===== src/rtl/dlx_hazard_pkg.sv =====
// Shared types and constants for the DLX pipeline hazard controller.
package dlx_hazard_pkg;

  localparam int LCNT_W   = 3;
  localparam int REG_ZERO = 0;

  typedef enum logic [1:0] {
    RUN        = 2'd0,
    LOAD_STALL = 2'd1,
    MEM_WAIT   = 2'd2
  } hz_state_t;

  typedef struct packed {
    hz_state_t           state;
    logic [LCNT_W-1:0]   lcnt;
  } hz_dbg_t;

endpackage


===== src/rtl/hazard_perf_cnt.sv =====
// Three free-running 32-bit event counters for hazard_ctrl (built only with HAZARD_PERF_CNT_EN).
module hazard_perf_cnt (
  input  logic        clk,
  input  logic        reset,
  input  logic        stall_evt,
  input  logic        flush_evt,
  input  logic        wait_evt,
  output logic [31:0] perf_stall_cnt,
  output logic [31:0] perf_flush_cnt,
  output logic [31:0] perf_wait_cnt
);

  always_ff @(posedge clk) begin
    if (reset) begin
      perf_stall_cnt <= '0;
      perf_flush_cnt <= '0;
      perf_wait_cnt  <= '0;
    end else begin
      if (stall_evt) perf_stall_cnt <= perf_stall_cnt + 32'd1;
      if (flush_evt) perf_flush_cnt <= perf_flush_cnt + 32'd1;
      if (wait_evt)  perf_wait_cnt  <= perf_wait_cnt + 32'd1;
    end
  end

endmodule


===== src/rtl/hazard_ctrl.sv =====
// Stall/flush/bubble sequencing for the IF, ID and EX registers of the 5-stage DLX core.
// Optional performance counters are compiled in with HAZARD_PERF_CNT_EN.
module hazard_ctrl
  import dlx_hazard_pkg::*;
#(
  parameter int LOAD_STALL_CYCLES = 2,
  parameter int REG_W             = 5
) (
  input  logic             clk,
  input  logic             reset,
  input  logic [REG_W-1:0] Rs1_ID,
  input  logic [REG_W-1:0] Rs2_ID,
  input  logic             use_rs1_ID,
  input  logic             use_rs2_ID,
  input  logic             d_load_enable_EX,
  input  logic [REG_W-1:0] Rd_EX,
  input  logic             pc_cmd_EX,
  input  logic             d_req_MEM,
  input  logic             d_ready_MEM,
  output logic             stall_IF,
  output logic             stall_ID,
  output logic             stall_EX,
  output logic             flush_ID,
  output logic             bubble_EX,
  output logic             busy,
  output hz_dbg_t          dbg
`ifdef HAZARD_PERF_CNT_EN
  ,
  output logic [31:0]      perf_stall_cnt,
  output logic [31:0]      perf_flush_cnt,
  output logic [31:0]      perf_wait_cnt
`endif
);

  localparam logic [LCNT_W-1:0] LCNT_INIT = LCNT_W'(LOAD_STALL_CYCLES - 1);

  hz_state_t         state, state_nxt;
  logic [LCNT_W-1:0] lcnt, lcnt_nxt;
  logic              mem_hold, lu_hit;

  assign mem_hold = d_req_MEM & ~d_ready_MEM;
  assign lu_hit   = d_load_enable_EX & (Rd_EX != REG_W'(REG_ZERO)) &
                    ((use_rs1_ID & (Rs1_ID == Rd_EX)) | (use_rs2_ID & (Rs2_ID == Rd_EX)));

  // MEM_WAIT shares the RUN decision: a held access keeps freezing, a release
  // acts on any pending branch or load-use in the same cycle.
  always_comb begin
    stall_IF  = 1'b0;
    stall_ID  = 1'b0;
    stall_EX  = 1'b0;
    flush_ID  = 1'b0;
    bubble_EX = 1'b0;
    state_nxt = state;
    lcnt_nxt  = lcnt;
    case (state)
      LOAD_STALL: begin
        stall_IF = 1'b1;
        stall_ID = 1'b1;
        if (mem_hold) begin
          stall_EX = 1'b1;
        end else begin
          bubble_EX = 1'b1;
          if (lcnt == LCNT_W'(1)) begin
            state_nxt = RUN;
            lcnt_nxt  = '0;
          end else begin
            lcnt_nxt = lcnt - LCNT_W'(1);
          end
        end
      end
      default: begin
        if (mem_hold) begin
          stall_IF  = 1'b1;
          stall_ID  = 1'b1;
          stall_EX  = 1'b1;
          state_nxt = MEM_WAIT;
        end else if (pc_cmd_EX) begin
          flush_ID  = 1'b1;
          bubble_EX = 1'b1;
          state_nxt = RUN;
        end else if (lu_hit) begin
          stall_IF  = 1'b1;
          stall_ID  = 1'b1;
          bubble_EX = 1'b1;
          lcnt_nxt  = LCNT_INIT;
          state_nxt = (LOAD_STALL_CYCLES == 1) ? RUN : LOAD_STALL;
        end else begin
          state_nxt = RUN;
        end
      end
    endcase
    if (reset) begin
      stall_IF  = 1'b0;
      stall_ID  = 1'b0;
      stall_EX  = 1'b0;
      flush_ID  = 1'b0;
      bubble_EX = 1'b0;
    end
  end

  assign busy      = ~reset & (state != RUN);
  assign dbg.state = state;
  assign dbg.lcnt  = lcnt;

  always_ff @(posedge clk) begin
    if (reset) begin
      state <= RUN;
      lcnt  <= '0;
    end else begin
      state <= state_nxt;
      lcnt  <= lcnt_nxt;
    end
  end

`ifdef HAZARD_PERF_CNT_EN
  hazard_perf_cnt u_perf (
    .clk            (clk),
    .reset          (reset),
    .stall_evt      (bubble_EX & ~pc_cmd_EX),
    .flush_evt      (flush_ID),
    .wait_evt       (stall_EX),
    .perf_stall_cnt (perf_stall_cnt),
    .perf_flush_cnt (perf_flush_cnt),
    .perf_wait_cnt  (perf_wait_cnt)
  );
`endif

endmodule

===== config.mk =====
export PLATFORM = sky130hd
export DESIGN_NAME = hazard_ctrl
export DESIGN_NICKNAME = d
export VERILOG_FILES = /design/src/rtl/dlx_hazard_pkg.sv /design/src/rtl/hazard_perf_cnt.sv /design/src/rtl/hazard_ctrl.sv
export SDC_FILE = /design/constraint.sdc
export NUM_CORES = 1
export LEC_CHECK = 0
export ABC_AREA = 1
export BUFFER_PORTS_ARGS = -buffer_cell sky130_fd_sc_hd__buf_2
export CAP_MARGIN = 10
export CORE_MARGIN = 10
export CORE_UTILIZATION = 45
export CTS_CLUSTER_SIZE = 25
export DETAILED_ROUTE_END_ITERATION = 16
export PLACE_DENSITY = 0.82
export SLEW_MARGIN = 20
export SYNTH_ARGS = -nofsm -noshare
export SYNTH_HDL_FRONTEND = slang
export SYNTH_SLANG_ARGS = --single-unit

===== constraint.sdc =====
create_clock -name clk -period 3.4 [get_ports clk]
set_input_delay 0.68 -clock clk [delete_from_list [all_inputs] [get_ports clk]]
set_output_delay 0.68 -clock clk [all_outputs]
set_load 0.005 [all_outputs]

Word-level counts from Yosys, hierarchy flattened
Index checks and enable logic that the tools add are counted.

word-level totals
  bits in registers = 5
  output and inout bits = 11
  logic and storage cells = 53

cells by class
  equality and inequality tests = 7
  reductions and logical operators = 5
  add/subtract/negate cells = 1
  bitwise operators = 10
  muxes and demuxes = 28

operator list
  operator                                                                  count
  1-bit 2-to-1 mux                                                          18
  3-bit 2-to-1 mux                                                          6
  5-bit equality test                                                       2
  2-bit 2-to-1 mux                                                          4
  1-bit bitwise AND                                                         6
  5-bit nonzero test                                                        1
  2-bit inequality test (second input constant)                             2
  2-bit nonzero test                                                        2
  3-bit by 1-bit equality test with 1-bit output (second input constant)    1
  1-bit NOT                                                                 3
  3-bit AND reduction                                                       1
  3-bit by 1-bit subtractor with 3-bit output (second input constant)       1
  2-bit by 1-bit equality test with 1-bit output (second input constant)    1
  2-bit by 1-bit inequality test with 1-bit output (second input constant)  1
  2-bit AND reduction                                                       1
  1-bit OR                                                                  1

Depth between registers and ports, before layout
  depth in word-level cells = 9
  depth in mapped cells = 11
  gate-level depth less buffers = 11

Least setup slack after synthesis
No wires, ideal clock.

  path kind = in2out
  start point = in Rd_EX[2]
  end point = out stall_IF
  setup slack = 1.238 ns
  stages = 9
  data required time = 2.720 ns
  data arrival time = 1.482 ns
  cells stage by stage = inv_1 -> nand2_1 -> nand2_1 -> nor2_1 -> nand3_1 -> nand2_2 -> nand3_4 -> a21oi_1 -> buf_4

on the way
  cells in the longest elaborated chain, start to end = 9

ends and longest elaborated chain
  what                             line               source
  start, declared                  hazard_ctrl.sv:16  input logic [REG_W-1:0] Rd_EX,
  5-bit equality test              hazard_ctrl.sv:43  ((use_rs1_ID & (Rs1_ID == Rd_EX)) | (use_rs2_ID & (Rs2_ID == Rd_EX)));
  1-bit bitwise AND                hazard_ctrl.sv:43
  1-bit OR                         hazard_ctrl.sv:43
  1-bit bitwise AND *              hazard_ctrl.sv:42  assign lu_hit = d_load_enable_EX & (Rd_EX != REG_W'(REG_ZERO)) &
  1-bit 2-to-1 mux * (5 in a row)  n/a
  end, declared                    hazard_ctrl.sv:20  output logic stall_IF,

Every way passes the cells marked *; elsewhere a longest branch is shown, timed or not.

Worst setup path in the final report
  start point = in Rd_EX[2]
  end point = out stall_ID

on the way
  cells in the longest elaborated chain, start to end = 9

ends and longest elaborated chain
  what                 line               source
  5-bit equality test  hazard_ctrl.sv:43
  1-bit bitwise AND    hazard_ctrl.sv:43
  1-bit OR             hazard_ctrl.sv:43
  1-bit bitwise AND *  hazard_ctrl.sv:42
  1-bit 2-to-1 mux *   hazard_ctrl.sv:81  end else if (lu_hit) begin
  1-bit 2-to-1 mux *   hazard_ctrl.sv:77  end else if (pc_cmd_EX) begin
  1-bit 2-to-1 mux *   hazard_ctrl.sv:72  if (mem_hold) begin
  1-bit 2-to-1 mux *   hazard_ctrl.sv:55  case (state)
  1-bit 2-to-1 mux *   hazard_ctrl.sv:92  if (reset) begin
  end, declared        hazard_ctrl.sv:21  output logic stall_ID,

Marks and branches as above.

==> metrics.txt <==
Seq/Total Area, Yosys 0.171; post-route clock skew 0.00234 ns; worst hold path class reg2reg; Final period util 0.679; remaining antenna violation count 0; Placer Congestion 0.871; layout cell share with drive strength beyond 1 0.319; Top FF cell, synth dfxtp_1; gr ovfl total 0; setup repair bufs after CTS 0; initial core utilization 0.499; hold buffer count at CTS 0; fin crit period 2.31 ns; EDFF count, synth 0; via count 729; RSZ-0062 raised after global routing false; drt via density 4.61; area fraction of the dominant cell type after synthesis 0.238; CTS root buffer clkbuf_4; Arrival @ worst endpoint 1.63 ns; Mapped Area 584 µm²; Clk pin slew, worst setup/hold paths 0.04 ns; CTS tree yes; critical path class in2out; cells after synthesis 109; Clk Latency, worst-skew pair 0.25 ns; first-pass GRT wire length 2840 µm; Worst EP required 2.72 ns; die footprint 0.00314 mm²; Max Slew Vio Count 0; slew margin rel. 0.764; Max Freq 433 MHz; nets 170; final setup vio count 0; # H-tree levels 1; most common cell in the netlist nand2_1; number of synthesis warnings 0; Netlist cell types 22; post-synth top area cell nand2_1; synthesis-to-finish area growth 32.5%; PortBufs 33; worst vdd ir 211 µV; row cnt 12; drt drc 0; outcome finished clean; R2R setup slack 2.13 ns; CP startpoint kind input port; Die Ht 56.0 µm; setup_tns 0 ns; initial antenna violation count 0; TritonCTS buffer count 3; Core ar. 0.00117 mm²; gr usage total 0.106; drt total wl 1670 µm; largest net degree at the start of global routing 12; diode count 0; number of global-route vias before repair 655; Clock Sink Count 5; leakage power 0.487 nW; PD cells 243 mW/mm²; DP Wirelength 1440 µm; starting DRC count in detailed routing 14; routed len/inst 10.5 µm; FFs w/ async S/R, synth 0; first-pass iteration count of the detailed router 5; pre-CTS WS 1.09 ns; Resize count post-CTS 0; Seq cells post-synth 5; synth cell count leaders nand2_1 (37), inv_1 (20), nor2_1 (17); synthesized net count 134; Hold Vio Cnt, Final 0; CTS Buffer Depth 2; number of I/O pins 34; max-cap viol count 0; Die Span X 56.0 µm; setup ws final 1.09 ns; critical path endpoint category output port; Critical Path Fanout Max 4; Worst-Margin Slew 0.353 ns; synth top area cells nand2_1 (24%), dfxtp_1 (17%), inv_1 (13%); Fill cells 115; syn_area_per_cell 5.36 µm²
-- metrics by stage --
step                total power, mW  std cells  instance area [µm²]  utilization  hold slack (ns)
floorplan                    0.0946        109                  584            -            0.497
global placement              0.116        154                  748        0.639            0.489
detailed placement            0.118        154                  748        0.639            0.529
global route                  0.205        158                  774        0.661            0.573
finish                        0.188        158                  774        0.661            0.530
CTS                           0.192        158                  774        0.661            0.536
-- power breakdown --
part	internal, mW	switching, mW	total (mW)	leakage, nW
Combinational	0.0241	0.0311	0.0553	0.432
Clock	0.0445	0.0266	0.0711	0.0150
Sequential	0.0602	0.00126	0.0615	0.0405
-- cells by family after synthesis --
logic type	Yosys count	share of synthesized area
AO/OA/AOI/OAI	9	0.0942
flip-flops	5	0.171
XOR/XNOR	1	0.0150
AND/OR/NAND/NOR	66	0.490
buffers and inverters	26	0.186
adder cells (fa/ha/maj)	2	0.0428
-- path summary, 6_finish.rpt --
| path | endpoint | startpoint | cells after the start |
|---|---|---|---|
| hold / removal | lcnt[1]$_SDFFE_PP0P_ | lcnt[1]$_SDFFE_PP0P_ | 2 |
| setup / recovery | stall_ID | Rd_EX[2] | 9 |
| hold reg to reg | lcnt[1]$_SDFFE_PP0P_ | lcnt[1]$_SDFFE_PP0P_ | 2 |
| setup reg to reg | state[0]$_SDFFE_PP0P_ | state[0]$_SDFFE_PP0P_ | 7 |
-- layer usage --
layer / track usage / wire [µm] / vias to the layer above
met5: 0 / 0 / -
met4: 0.0512 / 21 / 0
met3: 0.0433 / 132 / 2
met2: 0.167 / 803 / 26
met1: 0.120 / 709 / 304
li1: - / - / 397
-- cells in the final DEF (no fill, tap or decap) --
master and count:
xor2_1 1, a31oi_1 1, inv_2 4, o211ai_1 1, dfxtp_1 5, nand2_1 37, ha_1 2, nand3_4 1
o31ai_1 1, nand3_1 4, nand4_1 1, a21oi_1 4, o21ai_0 1, nor3_1 2, nor2_1 17, nor2_2 1
clkbuf_1 1, nand2_2 2, inv_1 20, clkbuf_4 3, a21oi_2 1, nand2_4 1, buf_2 33
-- registers in the layout (all words and copies together) (netlist names) --
name and cells:
state 2, lcnt 3
-- critical path, stage by stage --
cell	delay [ns]
buf_2	0.10
inv_1	0.10
nor2_1	0.05
nor2_1	0.11
nand3_1	0.10
nand2_2	0.11
nand3_4	0.09
a21oi_1	0.16
buf_2	0.14
-- final cells by class --
| type | instances | area, µm² | share of cell area |
|---|---|---|---|
| clock buffers | 4 | 26.3 | 0.0339 |
| inverters | 24 | 90.1 | 0.116 |
| multi-input cells | 78 | 375 | 0.485 |
| flip-flops and latches | 5 | 100 | 0.129 |
| well taps | 14 | 17.5 | 0.0226 |
| repair buffers | 33 | 165 | 0.213 |
Power figures use the tool's default switching activity.
